`config.mk`:
```
export PLATFORM = sky130hd
export DESIGN_NAME = regfile_wb_arbiter
export DESIGN_NICKNAME = d
export VERILOG_FILES = /design/src/rtl/regfile_wb_arbiter.sv
export SDC_FILE = /design/constraint.sdc
export NUM_CORES = 1
export LEC_CHECK = 0
export CAP_MARGIN = 20
export CORE_ASPECT_RATIO = 0.75
export CORE_MARGIN = 4
export CORE_UTILIZATION = 45
export CTS_BUF_LIST = sky130_fd_sc_hd__clkbuf_8 sky130_fd_sc_hd__clkbuf_16
export DETAILED_ROUTE_END_ITERATION = 16
export DONT_BUFFER_PORTS = 1
export PLACE_DENSITY = 0.65
export SLEW_MARGIN = 20
export SYNTH_ARGS = -nofsm -noshare
export SYNTH_HDL_FRONTEND = slang
export SYNTH_SLANG_ARGS = --single-unit
```
`constraint.sdc`:
```
create_clock -name clk -period 8.7 [get_ports clk]
set_input_delay 1.74 -clock clk [delete_from_list [all_inputs] [get_ports clk]]
set_output_delay 1.74 -clock clk [all_outputs]
set_load 0.01 [all_outputs]
```
`src/rtl/regfile_wb_arbiter.sv`:
```
// Shares the register-file write port among NUM_REQ writeback sources via one-entry slots and round-robin grant.
// Latency: accepted at edge k -> rf write at edge k+1 at best, NUM_REQ cycles worst case under contention.
// Backpressure: req_ready low only while a source's slot is full and not granted; optional flush via RF_WB_ARB_FLUSH_EN.
module regfile_wb_arbiter #(
  parameter int NUM_REQ = 3,
  parameter int DATA_W  = 32,
  parameter int ADDR_W  = 5
) (
  input  logic                      clk,
  input  logic                      rst_n,
`ifdef RF_WB_ARB_FLUSH_EN
  input  logic                      flush,
`endif
  input  logic [NUM_REQ-1:0]        req_valid,
  output logic [NUM_REQ-1:0]        req_ready,
  input  logic [NUM_REQ*ADDR_W-1:0] req_addr,
  input  logic [NUM_REQ*DATA_W-1:0] req_data,
  output logic [ADDR_W-1:0]         rf_write_addr,
  output logic [DATA_W-1:0]         rf_input_data,
  output logic                      rf_enable,
  output logic [31:0]               pending_mask,
  output logic                      busy
);

  localparam int PTR_W = (NUM_REQ > 1) ? $clog2(NUM_REQ) : 1;

  typedef enum logic {EMPTY, FULL} slot_state_t;

  slot_state_t        state_q [NUM_REQ];
  slot_state_t        state_d [NUM_REQ];
  logic [ADDR_W-1:0]  slot_addr [NUM_REQ];
  logic [DATA_W-1:0]  slot_data [NUM_REQ];
  logic [NUM_REQ-1:0] load;
  logic [NUM_REQ-1:0] gnt;
  logic [PTR_W-1:0]   rr_ptr;
  logic [PTR_W-1:0]   gnt_idx;
  logic [PTR_W:0]     cand;
  logic               gnt_vld;
  logic               flush_act;

`ifdef RF_WB_ARB_FLUSH_EN
  assign flush_act = flush;
`else
  assign flush_act = 1'b0;
`endif

  // Search full slots starting at rr_ptr, wrapping modulo NUM_REQ.
  always_comb begin
    gnt_vld = 1'b0;
    gnt_idx = '0;
    cand    = '0;
    for (int k = 0; k < NUM_REQ; k++) begin
      cand = {1'b0, rr_ptr} + (PTR_W+1)'(k);
      if (cand >= (PTR_W+1)'(NUM_REQ)) cand = cand - (PTR_W+1)'(NUM_REQ);
      if (!gnt_vld && state_q[cand[PTR_W-1:0]] == FULL) begin
        gnt_vld = 1'b1;
        gnt_idx = cand[PTR_W-1:0];
      end
    end
  end

  // Slot next-state; a granted slot may be refilled in the same cycle, and x0 writes never fill.
  always_comb begin
    gnt       = '0;
    req_ready = '0;
    load      = '0;
    for (int i = 0; i < NUM_REQ; i++) begin
      state_d[i]   = state_q[i];
      gnt[i]       = gnt_vld && (gnt_idx == PTR_W'(i)) && !flush_act;
      req_ready[i] = !flush_act && ((state_q[i] == EMPTY) || gnt[i]);
      load[i]      = req_valid[i] && req_ready[i] && (req_addr[i*ADDR_W +: ADDR_W] != '0);
      if (flush_act)    state_d[i] = EMPTY;
      else if (load[i]) state_d[i] = FULL;
      else if (gnt[i])  state_d[i] = EMPTY;
    end
  end

  always_ff @(posedge clk or negedge rst_n) begin
    if (!rst_n) begin
      for (int i = 0; i < NUM_REQ; i++) state_q[i] <= EMPTY;
    end else begin
      for (int i = 0; i < NUM_REQ; i++) state_q[i] <= state_d[i];
    end
  end

  always_ff @(posedge clk or negedge rst_n) begin
    if (!rst_n) begin
      rr_ptr <= '0;
      for (int i = 0; i < NUM_REQ; i++) begin
        slot_addr[i] <= '0;
        slot_data[i] <= '0;
      end
    end else begin
      if (flush_act)    rr_ptr <= '0;
      else if (gnt_vld) rr_ptr <= (gnt_idx == PTR_W'(NUM_REQ-1)) ? '0 : gnt_idx + PTR_W'(1);
      for (int i = 0; i < NUM_REQ; i++) begin
        if (load[i]) begin
          slot_addr[i] <= req_addr[i*ADDR_W +: ADDR_W];
          slot_data[i] <= req_data[i*DATA_W +: DATA_W];
        end
      end
    end
  end

  assign rf_enable     = gnt_vld && !flush_act;
  assign rf_write_addr = rf_enable ? slot_addr[gnt_idx] : '0;
  assign rf_input_data = rf_enable ? slot_data[gnt_idx] : '0;

  always_comb begin
    pending_mask = '0;
    busy         = 1'b0;
    for (int i = 0; i < NUM_REQ; i++) begin
      if (state_q[i] == FULL) begin
        pending_mask[slot_addr[i]] = 1'b1;
        busy = 1'b1;
      end
    end
  end

endmodule
```
# After elaboration in Yosys (flattened, before gate mapping)
# Index checks and enable logic that the tools add are counted.
[op_classes]
n_addsub = 6
order_cmp = 13
n_eq_ne = 2
mux = 45
n_bitwise = 9
reduce_logical = 26
[op_table]
columns = ["op", "n"]
rows = [
  ["2-to-1 mux 32 bit", 6],
  ["binary-select mux 32 bit (select 2 bit)", 1],
  ["OR 32 bit", 2],
  ["2-to-1 mux 1 bit", 21],
  ["less-than comparator 5 x 6 -> 1 bit (second input constant)", 3],
  ["demux 1 bit (select 5 bit)", 3],
  ["greater-or-equal comparator 5 x 1 -> 1 bit (second input constant)", 3],
  ["2-to-1 mux 5 bit", 3],
  ["nonzero test 5 bit", 3],
  ["logical AND 1 bit", 14],
  ["2-to-1 mux 2 bit", 7],
  ["greater-or-equal comparator 3 bit (second input constant)", 4],
  ["inverter 2 -> 3 bit", 4],
  ["binary-select mux 5 bit (select 2 bit)", 1],
  ["binary-select mux 1 bit (select 2 bit)", 3],
  ["greater-or-equal comparator 3 x 2 -> 1 bit (second input constant)", 2],
  ["nonzero test 2 bit", 3],
  ["subtractor 2 bit (second input constant)", 3],
  ["adder 2 x 1 -> 3 bit (second input constant)", 1],
  ["adder 2 x 2 -> 3 bit (second input constant)", 1],
  ["logical OR 1 bit", 3],
  ["inverter 1 bit", 3],
  ["adder 2 x 1 -> 2 bit (second input constant)", 1],
  ["equality test 2 x 1 -> 1 bit (second input constant)", 1],
  ["other kinds (4)", 5],
]
[word_totals]
ff_bits = 116
inputBits = 116
output_inout_bits = 74
elab_cells = 111

# Longest topological paths before layout
# Gate-level depths: netlist (run 1).
[depth]
word_depth = 19
depth_mapped = 11
mapped_depth_nobuf = 8

# Worst setup path after synthesis (run 1)
# Ideal clock, no wire load.
[synth_timing]
path_kind = "register -> output"
start = "reg rr_ptr[0]"
end = "out rf_input_data[19]"
arrival_ns = 2.500
t_required_ns = 6.960
path_slack_ns = 4.460
stages_incl_launch_ff = 12
cell_sequence = "dfrtp_1 > inv_1 > ha_1 > buf_2 > mux2_4 > mux2i_4 > nor4b_4 > nor4_1 > buf_2 > buf_2 > a22oi_1 > o21ai_0"
[synth_between]
elab_chain_cells = 18
elab_cells_between_ends = 38
classes_between = "5 x add/sub; 3 x order compare; 22 x mux; 4 x bitwise; 4 x reduce/logical"
[synth_rtl]
columns = ["item", "line", "text"]
rows = [
  ["start: declaration", "35", "logic [PTR_W-1:0] rr_ptr;"],
  ["start signal: assignment", "95", "else if (gnt_vld) rr_ptr <= (gnt_idx == PTR_W'(NUM_REQ-1)) ? '0 : gnt_idx + PTR_W'(1);"],
  ["branches (longest 17 deep; another with adder 2 x 1 -> 3 bit)", "-", ""],
  ["2-to-1 mux 32 bit *", "107", "assign rf_input_data = rf_enable ? slot_data[gnt_idx] : '0;"],
  ["end: declaration", "19", "output logic [DATA_W-1:0] rf_input_data,"],
]
# Every way passes the cells marked *. The select of a mux whose other input is x is not followed.

# Worst setup path after layout (run 1)
[layout_timing]
start = "reg rr_ptr[0]"
end = "out rf_input_data[26]"
# Same word-level chain as after synthesis.

==> results of run 1 <==
## cell usage after synthesis (2+ instances only)
library cell / count / area (sq um)
a21oi_1: 2 / 10.0
a211oi_1: 4 / 30.0
nand2_1: 81 / 304
buf_12: 3 / 60.1
inv_1: 36 / 135
dfrtp_1: 116 / 2900
buf_2: 8 / 40.0
buf_4: 3 / 22.5
and3b_1: 7 / 61.3
nor3b_1: 11 / 82.6
a22oi_1: 59 / 443
nor2b_1: 3 / 18.8
mux2i_1: 5 / 50.1
mux2_4: 26 / 390
o21ai_0: 36 / 180
a21oi_2: 3 / 26.3
a222oi_1: 2 / 20.0
nor2_1: 15 / 56.3
or4_1: 3 / 22.5
and3_1: 6 / 37.5
a32oi_1: 2 / 17.5
a22o_1: 5 / 43.8
clkbuf_1: 22 / 82.6
nor3_1: 7 / 35.0
mux2_2: 79 / 890
nor4b_4: 2 / 47.6
mux2_1: 2 / 22.5
ha_1: 4 / 50.1
## logic make-up after synthesis
family,Yosys count
compound gates,125
fa+ha+maj,4
buf+inv,73
simple gates,146
mux,113
flops,116
## report_power, final
part | switching [mW] | total, mW | internal (mW)
combinational | 1.30 | 2.19 | 0.885
sequential | 0.243 | 1.07 | 0.828
clock | 0.276 | 0.706 | 0.430
## per-layer routing
metal	track usage, %	vias to the layer above
met5	0	-
li1	-	2052
met2	32.2	213
met4	6.14	6
met3	8.38	20
met1	27.3	2248
## worst max-delay path: stages, from the launching register on
cell     delay [ns]
dfrtp_1        0.39
inv_1          0.09
ha_1           0.42
and2b_4        0.23
o21ai_1        0.23
a21oi_4        0.22
buf_16         0.23
nor4_2         0.62
buf_4          0.42
a22oi_1        0.12
o21ai_0        0.19
## layout make-up
type,count,area [sq um]
fill,1209,6700
timing repair buffer,6,65.1
tap,175,219
clock inverter,15,171
antenna,3,7.51
inverter,36,135
clock buffer,17,425
sequential,116,2900
multi-input combinational,388,3130
## sequential cells by signal, indices dropped and copies added, names as in the netlist
name       cells
state_q        3
slot_addr     15
slot_data     96
rr_ptr         2
## worst paths after layout
kind | startpoint | slack (ns) | cells past startpoint | to
worst min register to register | slot_data[35] | 0.49 | 1 | slot_data[35]
max in group asynchronous | rst_n | 7.40 | 0 | state_q[2]
worst min-delay path | slot_data[35] | 0.49 | 1 | slot_data[35]
min in group asynchronous | rst_n | 1.04 | 0 | slot_addr[3]
worst max-delay path | rr_ptr[0] | 3.38 | 10 | rf_input_data[26]
worst max register to register | rr_ptr[0] | 4.83 | 9 | slot_data[72]
## metrics by stage
stage | total power, mW | hold slack (ns) | std cells | setup WS [ns] | util, %
floorplan | 2.80 | 0.458 | 577 | 4.46 | -
global placement | 3.18 | 0.471 | 720 | 3.84 | 46.6
detailed placement | 3.25 | 0.476 | 720 | 3.68 | 46.6
CTS | 3.97 | 0.490 | 752 | 3.23 | 51.0
global route | 4.23 | 0.517 | 755 | 3.13 | 51.3
finish | 3.97 | 0.488 | 756 | 3.38 | 51.3
==> results.yml, run 1 <==
worst_setup_path:
  crit_fanout: 23
  start_kind: "register"
  required_ns: 6.96
  cp-end-kind: "output pin"
  worst_ep_arrival_time_ns: 3.58
  path_class: "reg -> out"
floorplan:
  start_util_pct: 46.2
  fp.dieW_um: 145
  rows: 37
  die_h_um: 111
  core_area_sq_mm: 0.0137
  io_pins: 190
  die-area_sq_mm: 0.0161
detailed_routing:
  highest_layer: "met5"
  drc: 0
  m1WireLength_um: 7310
  first_pass_iters: 5
  wl_um: 17000
  wl_met2_um: 7850
  final_antenna_net_count: 0
  vias: 4539
  met3_length_um: 1600
  viasPerCell: 6.00
  drtIter0Drc: 308
  avgRoutedWirePerCell_um: 22.4
clock_network:
  cts_tree: "done"
  clock-sinks: 116
  h-tree-depth: 4
  insertion_delay_ns: 0.41
  clk_path_buf_depth: 2
  path_clk_slew_ns: 0.06
  cts_root_buf: "clkbuf_16"
  cts_setup_buffers: 0
  cts_buffers: 17
  cts.hold.buffers_added: 0
  postCtsResizedCells: 0
place:
  portBuffers: 0
  placed_area_sq_mm: 0.00641
  hpwl_um: 11900
  place_congestion: 0.850
timing:
  rsz0062_at_grt: "false"
  fmax_ghz: 0.188
  setup_violations: 0
  tightest_slew_ns: 1.07
  min_period_over_period_pct: 61.1
  finClkSkew_ns: 0.0121
  post-route-min-period_ns: 5.32
  setup_tns_ns: 0
  finalMaxSlewViolations: 0
  slew_headroom_pct: 28.0
  hold_viol_final: 0
synth:
  synthCells: 577
  synthFlopType: "dfrtp_1"
  seq_area_frac_synth_pct: 45.7
  synth_compound_area_share_pct: 14.2
  avgSynthCellArea_sq_um: 11.0
  synth_cell_types: 53
  synthSimpleGateAreaFrac_pct: 12.1
  synth.net_count: 697
  synth_xor_xnor_area_share_pct: 0
  synthMuxAreaShare_pct: 21.7
  synth-async-reset-ratio_pct: 100
  yosys.area_share.adder_pct: 0.788
  yosysWarnings: 0
  synth_edf_count: 0
  syn-cell-area_sq_mm: 0.00635
  ys_ff_latch: 116
  synth_top_family_by_area: "multiplexers"
pwr:
  power.leakage_nw: 3.16
  p_per_area_mw_per_mm2: 562
  vdd_drop_max_uv: 233
global_routing:
  overflow: 0
  grtUsageTotal_pct: 20.9
  antenna_found_initial: 5
  grt_pass1_vias: 4728
  grt_first_pass_wirelength_um: 26700
  grt_max_degree: 117
outcome:
  status: "finished clean"
job:
  maxCapViolCount: 0
final_layout:
  syn_to_final_growth_pct: 11.1
  final_net_count: 685
  layout_common_cells: "dfrtp_1 (116), nand2_1 (81), mux2_2 (79), a22oi_1 (59)"
  final_area_sq_mm: 0.00705
  drive_above_1_share_pct: 28.2
  layout_commonest_cell: "dfrtp_1"
worst_hold_path:
  hp-class: "reg -> reg"
No activity file was read; power rests on OpenSTA's default activity.
==> run 2: changes to the inputs <==
==> constraint.sdc (replaced) <==
create_clock -name clk -period 5.02 [get_ports clk]
set_input_delay 1.004 -clock clk [delete_from_list [all_inputs] [get_ports clk]]
set_output_delay 1.004 -clock clk [all_outputs]
set_load 0.01 [all_outputs]
==> run 2 against run 1 <==
Effect of this change:
- utilization fell by 0.30 points
- count of clock-buffer cells in the layout did not move
- die area did not move
- critical path type unchanged
- clock skew rose by 0.0020 ns
- non-clock buffer count rose by 1
- final cell count fell by 0.13%
- cell area fell by 0.59%
==> results.yml, run 2 (same netlist as run 1, synthesis figures left out) <==
worst_setup_path:
  worst_ep_arrival_time_ns: 3.36
  timing.rr.start: "rr_ptr[0]"
  path_class: "reg -> out"
  critical-path-slowest-cell: "a21o_1"
  worstPathCellList: "inv_1, ha_1, and2b_4, o21ai_1, a21o_1, o21ai_2, buf_4, o21ai_0"
  start_kind: "register"
  worst_path_largest_cell_delay_ns: 0.53
  r2r_setup_slack_ns: 1.19
  crit_fanout: 19
  cp-end-kind: "output pin"
  r2r_cells: 9
  required_ns: 4.02
  timing.rr.end: "slot_data[73]"
timing:
  finalMaxSlewViolations: 0
  slew_headroom_pct: 19.6
  finClkSkew_ns: 0.0141
  post-route-min-period_ns: 4.37
  tightest_slew_ns: 1.20
  setup_violations: 0
  fmax_ghz: 0.229
  setup_tns_ns: 0
  rsz0062_at_grt: "false"
  min_period_over_period_pct: 87.0
  hold_viol_final: 0
final_layout:
  layout_commonest_cell: "dfrtp_1"
  top_register: "slot_data"
  largest_reg_flops: 96
  top_regs: "slot_data: 96 flops, slot_addr: 15 flops, state_q: 3 flops"
  drive_above_1_share_pct: 28.0
  syn_to_final_growth_pct: 10.4
  layout_common_cells: "dfrtp_1 (116), nand2_1 (81), mux2_2 (79), a22oi_1 (59), inv_1 (39)"
  final_net_count: 686
clock_network:
  cts_setup_buffers: 0
  cts_tree: "done"
  postCtsResizedCells: 0
  path_clk_slew_ns: 0.05
  h-tree-depth: 4
  cts.hold.buffers_added: 0
  clock-sinks: 116
  clk_path_buf_depth: 2
  cts_root_buf: "clkbuf_16"
  insertion_delay_ns: 0.41
  cts_buffers: 17
global_routing:
  overflow: 0
  grt_max_degree: 117
  grt_first_pass_wirelength_um: 27900
  grt_pass1_vias: 4869
  antenna_found_initial: 3
  grtUsageTotal_pct: 21.8
floorplan:
  io_pins: 190
  start_util_pct: 46.2
  die_h_um: 111
  die-area_sq_mm: 0.0161
  fp.dieW_um: 145
  rows: 37
  core_area_sq_mm: 0.0137
detailed_routing:
  avgRoutedWirePerCell_um: 23.3
  wl_um: 17600
  drc: 0
  final_antenna_net_count: 0
  drtIter0Drc: 403
  first_pass_iters: 5
  vias: 4595
  viasPerCell: 6.09
job:
  maxCapViolCount: 0
place:
  hpwl_um: 12400
  place_congestion: 0.826
  portBuffers: 0
worst_hold_path:
  hp-class: "in -> async"
outcome:
  status: "finished clean"
## run 2: changes by cell type in the layout (fill, tap and decap cells not counted)
cell,change
inv_1,+3
inv_6,-3
buf_4,+2
clkinv_2,+2
diode_2,-2
inv_8,-2
buf_16,-1
clkinv_4,-1
clkinvlp_4,+1
nor3_1,-1
nor3_2,+1
## run 2: metrics by stage
stage	setup slack [ns]	util (%)	cells	hold slack, ns	cell area, sq um
4_1_cts	0.615	50.9	754	0.278	6990
5_1_grt	0.504	51.0	755	0.276	7010
3_5_place_dp	1.05	46.7	722	0.487	6430
3_3_place_gp	1.15	46.7	722	0.468	6430
2_1_floorplan	1.52	-	577	0.458	6350
6_report	0.653	51.0	755	0.301	7010
## run 2: metal layers
layer,routed length [um],global-route usage (%),up-vias
met5,17,0,-
met4,212,6.89,4
met3,1790,9.11,27
met2,8230,34.7,230
met1,7340,27.1,2280
li1,-,-,2054
## run 2: worst max-delay path, delay by kind of cell (launching register included)
family	cells	cell delay (ns)
AOI/OAI and AO/OA	4	1.51
adders and majority gates	1	0.43
buffers and inverters	2	0.41
DFF	1	0.37
and+or+nand+nor	1	0.23
## run 2: area by class of cell
type                    count  area, sq um
repair buffers              7         52.6
multi-input cells         388         3130
fillers                  1225         6740
clock buffers              17          425
inverters                  36          135
clock inverters            15          143
flip-flops and latches    116         2900
well taps                 175          219
diodes                      1         2.50
## run 2: worst max-delay path by stage
stage	cells after the start	endpoint	start	slack, ns
finish	8	rf_input_data[1]	rr_ptr[0]	0.65
global route	8	rf_input_data[1]	rr_ptr[0]	0.50
CTS	8	rf_input_data[20]	rr_ptr[0]	0.62
detailed placement	8	rf_input_data[20]	rr_ptr[0]	1.05
global placement	8	rf_input_data[1]	rr_ptr[0]	1.15
floorplan	11	rf_input_data[19]	rr_ptr[0]	1.52
Power of run 2 is not shown: default switching activity piles up to over one toggle a cycle in this logic, so the estimate is an artifact.
